## config.mk

```make
export PLATFORM = sky130hd
export DESIGN_NAME = alu_rr_scheduler
export DESIGN_NICKNAME = d
export VERILOG_FILES = /design/src/rtl/alu_rr_scheduler.sv
export SDC_FILE = /design/constraint.sdc
export NUM_CORES = 1
export LEC_CHECK = 0
export BUFFER_PORTS_ARGS = -buffer_cell sky130_fd_sc_hd__buf_2
export CELL_PAD_IN_SITES_DETAIL_PLACEMENT = 0
export CELL_PAD_IN_SITES_GLOBAL_PLACEMENT = 2
export CORE_AREA = 2 2 85 87
export DETAILED_ROUTE_END_ITERATION = 10
export DIE_AREA = 0 0 87 89
export HOLD_SLACK_MARGIN = 0.06
export PLACE_DENSITY = 0.88
export SLEW_MARGIN = 20
export SYNTH_ARGS = -nofsm -noshare
export SYNTH_HDL_FRONTEND = slang
export SYNTH_SLANG_ARGS = --single-unit
export TNS_END_PERCENT = 30
```

## constraint.sdc

```tcl
create_clock -name clk -period 3.6 [get_ports clk]
set_clock_uncertainty 0.05 [all_clocks]
set_input_delay 0.36 -clock clk [delete_from_list [all_inputs] [get_ports clk]]
set_output_delay 0.36 -clock clk [all_outputs]
set_load 0.1 [all_outputs]
```

## src/rtl/alu_rr_scheduler.sv

```systemverilog
// Round-robin grant scheduler for the shared 16-bit ALU datapath.
// One registered one-hot tenure at a time, with a one-cycle turnaround gap between tenures.
module alu_rr_scheduler #(
  parameter int N       = 16,
  parameter int IDW     = 4,
  parameter int MAXHOLD = 8
) (
  input  logic           clk,
  input  logic           reset,
  input  logic [N-1:0]   req,
  input  logic           done,
  output logic [N-1:0]   g,
  output logic [IDW-1:0] gid,
  output logic           gvalid,
  output logic           timeout,
  output logic [IDW-1:0] ptr
);

  typedef enum logic [1:0] {
    IDLE  = 2'd0,
    GRANT = 2'd1,
    GAP   = 2'd2
  } state_t;

  state_t         state;
  logic [3:0]     hold;

  logic [N-1:0]   mask;
  logic [N-1:0]   masked;
  logic [N-1:0]   pick_oh;
  logic [IDW-1:0] lo_masked;
  logic [IDW-1:0] lo_req;
  logic [IDW-1:0] pick_idx;
  logic [IDW-1:0] next_ptr;

  logic           holder_req;
  logic           at_limit;
  logic           tenure_end;
  logic           preempt;

  // Rotating priority: requesters at or above ptr win before the wrapped-around ones.
  generate
    for (genvar gi = 0; gi < N; gi++) begin : g_mask
      assign mask[gi]    = (IDW'(gi) >= ptr);
      assign masked[gi]  = req[gi] & mask[gi];
      assign pick_oh[gi] = (pick_idx == IDW'(gi));
    end
  endgenerate

  always_comb begin
    lo_masked = '0;
    lo_req    = '0;
    for (int i = N - 1; i >= 0; i--) begin
      if (masked[i]) lo_masked = IDW'(i);
      if (req[i])    lo_req    = IDW'(i);
    end
    pick_idx = (|masked) ? lo_masked : lo_req;
  end

  assign holder_req = req[gid];
  assign at_limit   = (hold == 4'(MAXHOLD - 1));
  assign tenure_end = done | ~holder_req | at_limit;
  // A limit hit only counts as preemption when neither done nor withdrawal ended it first.
  assign preempt    = ~done & holder_req & at_limit;
  assign next_ptr   = (gid == IDW'(N - 1)) ? '0 : gid + 1'b1;

  always_ff @(posedge clk) begin
    if (reset) begin
      state   <= IDLE;
      g       <= '0;
      gid     <= '0;
      gvalid  <= 1'b0;
      timeout <= 1'b0;
      ptr     <= '0;
      hold    <= '0;
    end else begin
      timeout <= 1'b0;
      case (state)
        IDLE, GAP: begin
          if (|req) begin
            state  <= GRANT;
            g      <= pick_oh;
            gid    <= pick_idx;
            gvalid <= 1'b1;
            hold   <= '0;
          end else begin
            state  <= IDLE;
            g      <= '0;
            gvalid <= 1'b0;
          end
        end
        GRANT: begin
          hold <= (hold == 4'hF) ? hold : hold + 4'd1;
          if (tenure_end) begin
            state   <= GAP;
            g       <= '0;
            gvalid  <= 1'b0;
            ptr     <= next_ptr;
            timeout <= preempt;
          end
        end
        default: begin
          state  <= IDLE;
          g      <= '0;
          gvalid <= 1'b0;
        end
      endcase
    end
  end

endmodule

```

==> results of run 1 <==
==> flip-flops by register name (all words and copies together), names as in the netlist <==
register and flops:
g 16, timeout 1, gvalid 1, ptr 4, state 2, hold 4, gid 4
==> final timing paths <==
path,from,end,depth (start not counted)
worst min register to register,g[1],g[1],2
worst max-delay path,ptr[3],g[12],7
worst max register to register,ptr[3],g[12],7
worst min-delay path,reset,hold[0],2
==> logic make-up after synthesis <==
logic type,synth area share
compound gates,0.280
mux,0.0846
fa+ha+maj,0.0122
xor+xnor,0.00852
simple gates,0.259
buf+inv,0.0438
flops,0.311
==> placed cells by master, fill, tap and decap left out, types with 6 or more instances in the layout <==
master	n
a21oi_1	13
a22o_1	10
buf_2	44
dfxtp_1	32
inv_1	6
nand2_1	14
nand2b_1	7
nor2_1	38
nor2b_1	7
nor3_1	6
o21ai_0	10
o21ai_1	6
==> synth_stat cells, types with 4 or more instances <==
cell type,number
a211oi_1,5
a21oi_1,13
a22o_1,10
and2_1,4
clkbuf_1,7
dfxtp_1,32
inv_1,6
mux2i_1,5
mux4_2,5
nand2_1,14
nand2b_1,7
nand3_1,5
nor2_1,38
nor2b_1,7
nor3_1,6
nor3b_1,4
o211ai_1,4
o21ai_0,10
o21ai_1,6
o31ai_1,4
==> critical path, stage by stage, from the launching register on <==
cell	delay [ns]
dfxtp_1	0.75
and4_1	0.31
o21ba_2	0.15
a21bo_1	0.23
or4_4	0.51
o41a_1	0.57
nor3b_1	0.26
a22o_1	0.21
==> metrics by stage <==
stage          utilization  cells  power [W]
2_1_floorplan            -    250   0.000861
5_1_grt              0.362    371    0.00137
3_3_place_gp         0.346    363   0.000963
6_report             0.362    371    0.00130
4_1_cts              0.362    371    0.00131
3_5_place_dp         0.346    363   0.000963
==> per-layer routing <==
layer	vias to the layer above	part of all wire	GRT usage
met3	6	0.049	0.0277
met2	66	0.45	0.253
met4	0	0.014	0.0625
met5	-	0	0
met1	955	0.49	0.222
li1	1024	-	-
==> power by group <==
part,switching (W),internal [W]
Sequential,0.0000610,0.000384
Combinational,0.000366,0.000146
Clock,0.000139,0.000205
==> area by class of cell <==
class | count | area, µm² | area share
clock buffers | 6 | 72.6 | 0.0298
clock inverters | 2 | 35.0 | 0.0144
inverters | 6 | 22.5 | 0.00926
multi-input cells | 199 | 1330 | 0.545
flip-flops and latches | 32 | 641 | 0.263
well taps | 80 | 100 | 0.0412
repair buffers | 46 | 235 | 0.0967
==> reports/summary.txt, run 1 <==
Root Buffer - clkbuf_8
Async SR Flop Fraction - 0
Setup Buffers After CTS - 0
# port buffers - 44
Drt wl/cell - 16.3 µm
Finish-stage setup viols - 0
Clock latency on the worst-skew pair - 0.28 ns
DP HPWL - 4.44 mm
Total clock sinks - 32
Worst Setup End Kind - flop
Die W - 87 µm
Final instance area - 2430 µm²
Fillers - 716
Critical Path RT - 3.73 ns
Global-route wire length before repair - 9.80 mm
Slew of the pin with the lowest slew margin - 1.05 ns
Placed cell areas - 2320 µm²
Core footprint - 6720 µm²
Layout cells sized above 1 - 0.223
Final Slew Violations - 0
Reg2Reg Setup Slack - 0.45 ns
GP Congestion - 0.939
Mapped Avg Cell Area - 8.23 µm²
Final hold vios - 0
Lkg Pwr - 0.955 nW
Final Cycle Share - 0.874
Unrepaired setup endpoints after global routing - no
Initial antenna violation count - 0
GRT overflow - 0
Critical Path AT - 3.27 ns
Hold crit path type - primary input to flop
CTS H-Tree Depth - 2
# IOs - 45
Via Count - 2,051
FP Rows - 30
CTS resizes - 0
FMAX - 318 MHz
Outcome - complete, no violations
Main area contributors after synthesis - dfxtp_1 (31%), nor2_1 (6.9%), mux4_2 (5.5%)
Longest Clk Path Bufs - 2
CP Max Fanout - 22
Remaining antenna violation count - 0
Full die area - 7740 µm²
Final min period - 3.15 ns
Ys flop type - dfxtp_1
Final TNS setup - 0 ns
Clock transition at path regs - 0.07 ns
CP startpoint kind - flop
1st-iter DRT viols - 241
Area Growth Syn to Fin - 18.2%
WL final - 6.03 mm
Place WS - 0.482 ns
Register area share after synthesis - 0.311
Tot GR Track Use - 0.161
Syn nets - 271
EDFF count, synth - 0
Ys Warns - 0
Max-Cap Viols - 0
Slew HR - 0.296
Worst VDD drop - 0.224 mV
Router iterations before antenna repair - 5
WHS - 0.364 ns
Synth Instances - 250
PnR worst setup slack - 0.455 ns
# DRC - 0
Pwr Density - 535 nW/µm²
Yosys top cell area share - 0.311
Die Ht - 89 µm
CTS buffer count - 5
Antenna cells - 0
Largest net degree at the start of global routing - 23
CTS tree - yes
Vias/cell - 5.53
Number of global-route vias before repair - 1,930
Seq cells post-synth - 32
Yosys cell types - 60
Most area-hungry cell type in the Yosys netlist - dfxtp_1
Hold-fix buffers at CTS - 0
Synthesized area - 2060 µm²
Starting density of the core - 0.306
Nets - 311
Path type of the worst setup path - flop to flop
No activity file was read; power rests on OpenSTA's default activity.
==> inputs of run 2 (changes only) <==
ABC_AREA = 1   (was unset)
CORE_AREA = 2 2 89 91   (was 2 2 85 87)
DIE_AREA = 0 0 91 93   (was 0 0 87 89)
==> run 2 against run 1 <==
Net effect:
- routed wire length shrank 0.63%
- first-iteration DRC count is 69% lower
- critical path type unchanged
- cell count up 28%
- register-to-register slack gained 0.47 ns
- critical endpoint is now g[6]
- design area increased by 1.2%
- non-clock buffer count down 2
- power fell by 7.6%
==> reports/summary.txt, run 2 <==
Initial antenna violation count - 0 (unchanged)
Yosys top cell area share - 0.314 (+0.00287)
CTS resizes - 0 (unchanged)
# IOs - 45 (unchanged)
Hold crit path type - primary input to flop
Most common cell after layout, fill and taps aside - nand2_1
Async SR Flop Fraction - 0 (unchanged)
Final hold vios - 0 (unchanged)
Synthesized area - 2040 µm² (-0.91%)
Main area contributors after synthesis - dfxtp_1 (31%), nand2_1 (20%), inv_1 (7.7%)
Number of flip-flops under the largest register name - 16 (unchanged)
Unrepaired setup endpoints after global routing - no
CTS H-Tree Depth - 2 (unchanged)
Drt wl/cell - 12.6 µm (-22%)
FMAX - 374 MHz (+18%)
CTS tree - yes
Placed cell areas - 2370 µm² (+2.0%)
Total clock sinks - 32 (unchanged)
Slew of the pin with the lowest slew margin - 0.491 ns (-0.561 ns)
WL final - 6.00 mm (-0.63%)
Commonest non-fill, non-tap cells in the layout - nand2_1 (106), buf_2 (44), inv_1 (42)
Antenna cells - 0 (unchanged)
Reg-to-reg critical path endpoint - g[6]
Final Slew Violations - 0 (unchanged)
Seq cells post-synth - 32 (unchanged)
Slowest CP cell - dfxtp_1
Crit path from - gid[0]
Full die area - 8460 µm² (+9.3%)
Pwr Density - 488 nW/µm² (-8.7%)
Synth Instances - 324 (+30%)
Most flop-heavy register - g
Final instance area - 2460 µm² (+1.2%)
CP startpoint kind - flop
Worst Setup End Kind - flop
Vias/cell - 4.66 (-16%)
Max-Cap Viols - 0 (unchanged)
# port buffers - 44 (unchanged)
Final min period - 2.68 ns (-0.469 ns)
Router iterations before antenna repair - 4 (-1)
Die Ht - 93 µm (+4.5%)
Footprint of the multi-input gates - 1210 µm² (-8.4%)
Clock transition at path regs - 0.06 ns (about the same)
Area Growth Syn to Fin - 20.8%
Tot GR Track Use - 0.150 (-0.0108)
Most area-hungry cell type in the Yosys netlist - dfxtp_1
Layout cells sized above 1 - 0.196 (-0.0277)
Final Cycle Share - 0.743 (-0.130)
Longest Clk Path Bufs - 2 (unchanged)
FP Rows - 32 (+6.7%)
Most numerous cell in the Yosys netlist - nand2_1
R2R Path Start - gid[0]
Path type of the worst setup path - flop to flop
Final TNS setup - 0 ns (unchanged)
Fillers - 886 (+24%)
Worst VDD drop - 0.329 mV (+46%)
Clock latency on the worst-skew pair - 0.28 ns (about the same)
Via Count - 2,214 (+7.9%)
# DRC - 0 (unchanged)
Pwr Total - 0.00120 W (-7.6%)
Outcome - complete, no violations
CP Max Fanout - 15 (-32%)
Mapped Avg Cell Area - 6.29 µm² (-24%)
Syn nets - 345 (+27%)
Critical path's top delay family - buffers and inverters
Setup Buffers After CTS - 0 (unchanged)
Remaining antenna violation count - 0 (unchanged)
Register area share after synthesis - 0.314 (+0.00287)
Finished Core Util - 0.327 (-0.0349)
Critical Path Sink - g[6]
Die W - 91 µm (+4.6%)
Hold-fix buffers at CTS - 0 (unchanged)
Critical Path RT - 3.78 ns (+0.05 ns)
CTS buffer count - 5 (unchanged)
Ys flop type - dfxtp_1
Reg2Reg Setup Slack - 0.92 ns (+0.47 ns)
Yosys cell types - 28 (-53%)
Slew HR - 0.675 (+0.379)
Global-route wire length before repair - 10.4 mm (+5.9%)
Largest net degree at the start of global routing - 16 (-30%)
WHS - 0.322 ns (-0.0425 ns)
CP bufs+invs - 3 (+3)
Core footprint - 7530 µm² (+12%)
EDFF count, synth - 0 (unchanged)
Crit-path max cell delay - 0.58 ns (-0.17 ns)
Reg area - 641 µm² (unchanged)
GRT overflow - 0 (unchanged)
Levels on crit path - 12 (+5)
Nets - 393 (+26%)
Critical Path AT - 2.85 ns (-0.42 ns)
1st-iter DRT viols - 74 (-69%)
Finish-stage setup viols - 0 (unchanged)
Lkg Pwr - 1.23 nW (+29%)
Worst reg2reg path depth - 12 (+5)
CP cell instances - clkinv_1 > a21oi_1 > o21ai_0 > nand3_1 > nand3_1 > a21oi_1 > nand3_1 > inv_1 > nand2_1 > inv_1 > nand2_1 > nand2_1
GP Congestion - 0.901 (-4.1%)
Ys Warns - 0 (unchanged)
Starting density of the core - 0.271 (-0.0354)
Root Buffer - clkbuf_8
DP HPWL - 4.81 mm (+8.3%)
Post-synth top cells - nand2_1 (106), inv_1 (42), dfxtp_1 (32)
Number of global-route vias before repair - 2,223 (+15%)
run 2: cell types whose count changed after synthesis, sizes merged, moves of 6 or more:
cell | before | now
a22o | 10 | 0
nor2 | 38 | 28
nand3 | 5 | 28
a21oi | 13 | 24
o21ai | 16 | 24
nand2b | 7 | 0
nand4 | 2 | 8
nand2 | 14 | 113
nor2b | 7 | 0
inv | 6 | 44
run 2: metal layers:
metal  GRT usage  part of all wire  vias up  wire length, µm
met3      0.0258             0.047       14              283
met2       0.245              0.44       54             2660
met5           0                 0        -                0
met4      0.0631             0.026        0              157
met1       0.197              0.48      998             2890
li1            -                 -     1148                -
run 2: where the power goes:
part | leakage [nW] | total (W) | internal, W | switching (W)
sequential | 0.261 | 0.000420 | 0.000382 | 0.0000377
clock | 0.0455 | 0.000285 | 0.000156 | 0.000129
combinational | 0.926 | 0.000497 | 0.000113 | 0.000385
total | 1.23 | 0.00120 | 0.000651 | 0.000551
run 2: logic make-up (layout without fill, tap and decap cells):
family                     after synthesis  count (layout)  share of synthesized area
adders and majority gates                2               2                     0.0123
and+or+nand+nor                        189             189                      0.432
AOI/OAI and AO/OA                       53              53                      0.152
DFF                                     32              32                      0.314
buffers and inverters                   48              97                     0.0896
run 2: how the worst min path moves through the flow:
stage / cells after the start / from / slack, ns / end
5_1_grt: 4 / done / 0.34 / timeout
6_report: 4 / done / 0.32 / timeout
3_3_place_gp: 2 / g[11] / 0.39 / g[11]
3_5_place_dp: 2 / g[11] / 0.38 / g[11]
4_1_cts: 4 / done / 0.33 / timeout
2_1_floorplan: 2 / hold[1] / 0.41 / hold[1]
run 2: final cells by class:
type,instances,area share
Multi-Input combinational cell,244,0.493
Clock buffer,8,0.0366
Inverter,45,0.0686
Tap cell,102,0.0518
Timing Repair Buffer,44,0.0894
Sequential cell,32,0.260
run 2: tightest hold or removal path: stages:
cell and delay, ns:
buf_2 0.08, a21oi_1 0.06, nand3_1 0.07, nor3_1 0.05
run 2: metrics by stage:
step,setup WS (ns),cells
floorplan,0.811,324
global route,0.524,475
global placement,0.927,467
CTS,0.909,475
detailed placement,0.936,467
finish,0.924,475
